[src/rtl/rect_gravity_ctl_if.sv]
// Mouse-to-rectangle bus: the mouse position source drives the inputs, and the
// gravity controller drives the rectangle position back to the draw stage.
interface rect_gravity_ctl_if;
    logic [11:0] mouse_xpos;
    logic [11:0] mouse_ypos;
    logic        mouse_left;
    logic [11:0] xpos;
    logic [11:0] ypos;
    logic        busy;

    modport master (
        output mouse_xpos, mouse_ypos, mouse_left,
        input  xpos, ypos, busy
    );

    modport slave (
        input  mouse_xpos, mouse_ypos, mouse_left,
        output xpos, ypos, busy
    );
endinterface

[src/rtl/rect_gravity_ctl.sv]
// Rectangle position controller: follows the mouse while idle; after a left
// click it falls under constant acceleration and bounces off the floor.
module rect_gravity_ctl #(
    parameter int SCREEN_H = 600,
    parameter int RECT_H   = 64,
    parameter int TICK_DIV = 400_000,
    parameter int G        = 1,
    parameter int VMIN     = 2,
    parameter int VMAX     = 255
) (
    input  logic               pclk,
    input  logic               rst,
    rect_gravity_ctl_if.slave  bus
);
    localparam logic [11:0] FLOOR = 12'(SCREEN_H - RECT_H);
    localparam int          CNT_W = $clog2(TICK_DIV + 1);
    localparam logic [CNT_W-1:0] TICK_LAST = CNT_W'(TICK_DIV - 1);

    typedef enum logic [1:0] {
        ST_IDLE   = 2'd0,
        ST_FALL   = 2'd1,
        ST_BOUNCE = 2'd2,
        ST_STOP   = 2'd3
    } state_t;

    state_t           state_r;
    state_t           state_nxt_s;
    logic [CNT_W-1:0] cnt_r;
    logic             left_d_r;
    logic [11:0]      xpos_r;
    logic [11:0]      ypos_r;
    logic [11:0]      vel_r;
    logic             busy_r;
    logic [11:0]      xpos_nxt_s;
    logic [11:0]      ypos_nxt_s;
    logic [11:0]      vel_nxt_s;
    logic             busy_nxt_s;

    logic             press_s;
    logic             moving_s;
    logic             tick_s;
    logic [12:0]      fall_sum_s;
    logic             fall_hit_s;
    logic [11:0]      half_vel_s;
    logic             rebound_s;
    logic [12:0]      vel_inc_s;
    logic [11:0]      vel_sat_s;
    logic [11:0]      rise_y_s;
    logic             apex_s;
    logic [11:0]      clamp_y_s;

    assign press_s    = bus.mouse_left & ~left_d_r;
    assign moving_s   = (state_r == ST_FALL) || (state_r == ST_BOUNCE);
    assign tick_s     = moving_s && (cnt_r == TICK_LAST);

    // Fall step uses the old velocity; 13 bits so the sum can never wrap.
    assign fall_sum_s = {1'b0, ypos_r} + {1'b0, vel_r};
    assign fall_hit_s = fall_sum_s >= {1'b0, FLOOR};
    assign half_vel_s = {1'b0, vel_r[11:1]};
    assign rebound_s  = half_vel_s >= 12'(VMIN);
    assign vel_inc_s  = {1'b0, vel_r} + 13'(G);
    assign vel_sat_s  = (vel_inc_s > 13'(VMAX)) ? 12'(VMAX) : vel_inc_s[11:0];
    assign rise_y_s   = (vel_r >= ypos_r) ? 12'd0 : (ypos_r - vel_r);
    assign apex_s     = vel_r <= 12'(G);
    assign clamp_y_s  = (bus.mouse_ypos > FLOOR) ? FLOOR : bus.mouse_ypos;

    // State register
    always_ff @(posedge pclk) begin
        if (rst) begin
            state_r <= ST_IDLE;
        end else begin
            state_r <= state_nxt_s;
        end
    end

    // Next-state decode; presses only matter in IDLE and STOP
    always_comb begin
        state_nxt_s = state_r;
        case (state_r)
            ST_IDLE: begin
                if (press_s) begin
                    state_nxt_s = ST_FALL;
                end else begin
                    state_nxt_s = ST_IDLE;
                end
            end
            ST_FALL: begin
                if (tick_s && fall_hit_s) begin
                    state_nxt_s = rebound_s ? ST_BOUNCE : ST_STOP;
                end else begin
                    state_nxt_s = ST_FALL;
                end
            end
            ST_BOUNCE: begin
                if (tick_s && apex_s) begin
                    state_nxt_s = ST_FALL;
                end else begin
                    state_nxt_s = ST_BOUNCE;
                end
            end
            ST_STOP: begin
                if (press_s) begin
                    state_nxt_s = ST_IDLE;
                end else begin
                    state_nxt_s = ST_STOP;
                end
            end
            default: state_nxt_s = ST_IDLE;
        endcase
    end

    // Output/datapath decode: position and velocity for the next cycle
    always_comb begin
        xpos_nxt_s = xpos_r;
        ypos_nxt_s = ypos_r;
        vel_nxt_s  = vel_r;
        case (state_r)
            ST_IDLE: begin
                if (press_s) begin
                    vel_nxt_s = 12'd0;
                end else begin
                    xpos_nxt_s = bus.mouse_xpos;
                    ypos_nxt_s = clamp_y_s;
                end
            end
            ST_FALL: begin
                if (tick_s && !fall_hit_s) begin
                    ypos_nxt_s = fall_sum_s[11:0];
                    vel_nxt_s  = vel_sat_s;
                end else if (tick_s) begin
                    ypos_nxt_s = FLOOR;
                    vel_nxt_s  = rebound_s ? half_vel_s : 12'd0;
                end else begin
                    vel_nxt_s  = vel_r;
                end
            end
            ST_BOUNCE: begin
                if (tick_s) begin
                    ypos_nxt_s = rise_y_s;
                    vel_nxt_s  = apex_s ? 12'd0 : (vel_r - 12'(G));
                end else begin
                    vel_nxt_s  = vel_r;
                end
            end
            ST_STOP: begin
                vel_nxt_s = vel_r;
            end
            default: begin
                vel_nxt_s = 12'd0;
            end
        endcase
        busy_nxt_s = (state_nxt_s == ST_FALL) || (state_nxt_s == ST_BOUNCE);
    end

    // Registered outputs and velocity
    always_ff @(posedge pclk) begin
        if (rst) begin
            xpos_r <= 12'd0;
            ypos_r <= 12'd0;
            vel_r  <= 12'd0;
            busy_r <= 1'b0;
        end else begin
            xpos_r <= xpos_nxt_s;
            ypos_r <= ypos_nxt_s;
            vel_r  <= vel_nxt_s;
            busy_r <= busy_nxt_s;
        end
    end

    // Motion tick divider and button edge history; the divider only runs while moving
    always_ff @(posedge pclk) begin
        if (rst) begin
            cnt_r    <= '0;
            left_d_r <= 1'b0;
        end else begin
            left_d_r <= bus.mouse_left;
            if (moving_s) begin
                cnt_r <= tick_s ? '0 : (cnt_r + CNT_W'(1));
            end else begin
                cnt_r <= '0;
            end
        end
    end

    assign bus.xpos = xpos_r;
    assign bus.ypos = ypos_r;
    assign bus.busy = busy_r;
endmodule

[src/flat_wrapper.sv]
// flat-port wrapper written by rule: the top's interface ports become plain ports
module rect_gravity_ctl_flat 
#(
    parameter int SCREEN_H = 600,
    parameter int RECT_H   = 64,
    parameter int TICK_DIV = 400_000,
    parameter int G        = 1,
    parameter int VMIN     = 2,
    parameter int VMAX     = 255
)
  (pclk, rst, bus_mouse_xpos, bus_mouse_ypos, bus_mouse_left, bus_xpos, bus_ypos, bus_busy);
  rect_gravity_ctl_if bus_i ();
  input  logic pclk;
  input  logic rst;
  input wire logic [$bits(bus_i.mouse_xpos)-1:0] bus_mouse_xpos;
  input wire logic [$bits(bus_i.mouse_ypos)-1:0] bus_mouse_ypos;
  input wire logic [$bits(bus_i.mouse_left)-1:0] bus_mouse_left;
  output wire logic [$bits(bus_i.xpos)-1:0] bus_xpos;
  output wire logic [$bits(bus_i.ypos)-1:0] bus_ypos;
  output wire logic [$bits(bus_i.busy)-1:0] bus_busy;
  assign bus_i.mouse_xpos = bus_mouse_xpos;
  assign bus_i.mouse_ypos = bus_mouse_ypos;
  assign bus_i.mouse_left = bus_mouse_left;
  assign bus_xpos = bus_i.xpos;
  assign bus_ypos = bus_i.ypos;
  assign bus_busy = bus_i.busy;
  rect_gravity_ctl #(.SCREEN_H(SCREEN_H), .RECT_H(RECT_H), .TICK_DIV(TICK_DIV), .G(G), .VMIN(VMIN), .VMAX(VMAX)) u_core (.pclk(pclk), .rst(rst), .bus(bus_i));
endmodule
[config.mk]
export PLATFORM = sky130hd
export DESIGN_NAME = rect_gravity_ctl_flat
export DESIGN_NICKNAME = d
export VERILOG_FILES = /design/src/rtl/rect_gravity_ctl_if.sv /design/src/rtl/rect_gravity_ctl.sv /design/src/flat_wrapper.sv
export SDC_FILE = /design/constraint.sdc
export NUM_CORES = 1
export LEC_CHECK = 0
export ABC_AREA = 1
export BUFFER_PORTS_ARGS = -buffer_cell sky130_fd_sc_hd__buf_2
export CAP_MARGIN = 25
export CORE_UTILIZATION = 49
export CTS_CLUSTER_DIAMETER = 100
export CTS_CLUSTER_SIZE = 10
export DETAILED_ROUTE_END_ITERATION = 10
export PLACE_DENSITY = 0.78
export SYNTH_ARGS = -nofsm -noshare
export SYNTH_HDL_FRONTEND = slang
export SYNTH_SLANG_ARGS = --single-unit
[constraint.sdc]
create_clock -name pclk -period 2.7 [get_ports pclk]
set_input_delay 0.54 -clock pclk [delete_from_list [all_inputs] [get_ports pclk]]
set_output_delay 0.54 -clock pclk [all_outputs]
set_load 0.005 [all_outputs]
==> impl_metrics.ini <==
[sta]
fmax_ghz = 0.391
setup_tns_ns = 0
setup_viol = 0
drv_slew = 0
fin_skew_ns = 0.0106
tightest_slew_ns = 0.680
hold_violations = 0
whs_ns = 0.393
relSlewSlack_pct = 54.5
min_period_ns = 2.56
min_period_over_period_pct = 94.8

[synthesis]
synth_cells = 804
ys_seq_area_share_pct = 22.8
ys_seq_elements = 59
ys.flop_type = dfxtp_1
syn-num-nets = 868
synth.distinct_cells = 50
synth_edf_count = 0
synth.avg_cell_area_um2 = 6.44
async_reset_ff_share_pct = 0
yosys_warnings = 0
synth_area_um2 = 5180

[grt]
grt_pass1_vias = 5181
grt_overflow_total = 0
antenna_found_initial = 0
grt_max_degree = 26
grtUsageTotal_pct = 28.3
grt_pass1_wl_um = 24700

[route]
routed-via-count = 5520
dr.pass1.iters = 5
drtAntennaViolNets = 0
vias_per_cell = 5.42
drc = 0
wl_per_cell_um = 14.8
first_iter_violations = 483
finalWirelength_um = 15100

[worst_setup_path]
critPathKind = reg2reg
crit_slowest_cell = fa_2
cp_max_fo = 7
max_stage_delay_ns = 0.39
cpMostUsedCell = nand2_1
required_ns = 2.93
endpoint_kind = register
crit_arrival_ns = 2.79
crit_path_start_kind = register
r2r-end = u_core.bus.ypos[4]
reg2regPathDepth = 16
reg2reg_slack_ns = 0.14
reg2reg_from = u_core.bus.ypos[0]
crit_chain = ha_1 -> fa_2 -> nand2_1 -> nand2_2 -> nand2_1 -> nand3_1 -> nand2_1 -> nand4_1 -> nand2_4 -> nand2_4 -> nor2_4 -> nand2_1 -> nand2_1 -> nand2_1 -> nand2_1 -> a21oi_1

[cts]
htreeDepth = 3
cts_sinks = 59
cts_tree = built
clkLatencyLatePin_ns = 0.36
hold_buffers = 0
root_buffer = clkbuf_8
cts_buffers = 9
clk_pin_slew_ns = 0.08
cts_buffer_depth = 2

[floorplanning]
io_pins = 52
core_um2 = 10300
die_h_um = 105
initial_core_util_pct = 50.4
dieArea_um2 = 11000
num_rows = 37
die_w_um = 105

[power]
switching_power_mw = 0.794
switching_share_pct = 32.4
pwr_density_cell_nw_per_um2 = 407
leakagePower_nw = 2.83
p_comb_share_pct = 23.3
ir_drop_mv = 0.315
intPower_mw = 1.66
p_seq_share_pct = 38.1
power.share.clock_pct = 38.6

[cells_and_area]
fill_cells = 995
drive_gt1_share_pct = 20.0
mostFrequentLayoutCell = nand2_1
antenna_cells = 0
area_growth_pct = 16.5
nets = 941
final_cell_mix = 176 x nand2_1, 95 x nor2_1, 91 x inv_1, 65 x nand3_1, 59 x dfxtp_1

[outcome]
status = complete, no violations

[job]
max-cap-violations = 0

[place]
place.detailed.hpwl_um = 11600
place.port_buffers = 51
gp_congestion = 0.992

[hold_path]
holdPathStages = 3
hold_path.startpoint = bus_mouse_left
min_to = u_core.left_d_r
hold_class = in2reg
power by group through the flow:
| stage | Sequential, mW | Clock [mW] | Combinational, mW |
|---|---|---|---|
| after floorplan | 0.954 | 0 | 0.354 |
| after global placement | 0.951 | 0 | 0.542 |
| after detailed placement | 0.950 | 0 | 0.545 |
| after CTS | 0.931 | 0.960 | 0.547 |
| after global routing | 0.939 | 0.996 | 0.633 |
| final | 0.934 | 0.946 | 0.571 |
Yosys cell counts, types with 7 or more instances:
library cell | instances | share of area (%)
nor2_1 | 95 | 6.9
nand3_1 | 65 | 6.3
nor2_2 | 7 | 0.85
nor2_4 | 10 | 2.2
nand2_1 | 177 | 13
nor3_1 | 17 | 1.6
nand2_2 | 7 | 0.85
o21ai_1 | 16 | 1.5
buf_4 | 7 | 1.0
inv_1 | 91 | 6.6
nor3b_1 | 7 | 1.0
clkbuf_1 | 17 | 1.2
ha_1 | 35 | 8.5
dfxtp_1 | 59 | 23
nand4_1 | 26 | 3.1
xor2_1 | 19 | 3.2
inv_2 | 11 | 0.80
a21oi_1 | 48 | 4.6
o21ai_0 | 27 | 2.6
final cells by class:
cell class / instances / area [µm²] / area share (%)
Multi-Input combinational cell: 606 / 3460 / 57.5
Sequential cell: 59 / 1180 / 19.6
Timing Repair Buffer: 97 / 601 / 9.96
Inverter: 104 / 390 / 6.47
Tap cell: 136 / 170 / 2.82
Clock buffer: 9 / 124 / 2.05
Clock inverter: 7 / 98.8 / 1.64
worst max-delay path, delay by kind of cell (launching register included):
family,cells,cell delay (ns)
simple gates,13,1.40
flops,1,0.34
fa+ha+maj,2,0.64
compound gates,1,0.06
per-stage QoR:
stage               std cells  total power, mW  cell area [µm²]  util [%]  worst slack [ns]
floorplan                 804             1.31             5180         -             0.260
global placement         1001             1.49             5730      55.8             0.151
detailed placement       1001             1.49             5730      55.8            0.0907
CTS                      1017             2.44             5960      57.9            0.0679
global route             1018             2.57             6030      58.7           -0.0518
finish                   1018             2.45             6030      58.7             0.142
sequential cells by signal (all words and copies together) (netlist names):
name and flops:
u_core.bus.busy 1, u_core.bus.ypos 12, u_core.bus.xpos 12, u_core.state_r 2
u_core.left_d_r 1, u_core.vel_r 12, u_core.cnt_r 19
per-layer routing:
layer | global-route usage, % | vias to the layer above | share of wire, %
li1 | - | 2753 | -
met1 | 35.4 | 2458 | 42
met2 | 45.7 | 260 | 45
met3 | 4.99 | 49 | 8.3
met4 | 15.7 | 0 | 4.8
met5 | 0 | - | 0
worst max-delay path by stage:
stage,start,end,slack (ns),cells past startpoint
floorplan,u_core.vel_r[3],u_core.bus.ypos[5],0.26,16
global placement,u_core.vel_r[2],u_core.bus.ypos[9],0.15,17
detailed placement,u_core.vel_r[2],u_core.bus.ypos[5],0.09,17
CTS,u_core.vel_r[2],u_core.bus.ypos[5],0.07,15
global route,u_core.vel_r[1],u_core.bus.ypos[3],-0.05,18
finish,u_core.bus.ypos[0],u_core.bus.ypos[4],0.14,16
cells by family (layout without fill, tap and decap cells):
group           Yosys count  in the layout  share of synthesized area (%)
simple gates            428            428                           39.1
buf+inv                 139            217                           11.6
compound gates          120            120                           13.8
flops                    59             59                           22.8
fa+ha+maj                37             37                           9.23
xor+xnor                 21             21                           3.55
what timing repair did:
action	4_1_cts	5_1_grt
buffers inserted	0	1
resized for setup	0	14
endpoints found under the setup margin	0	22
(Power assumes the default switching activity.)
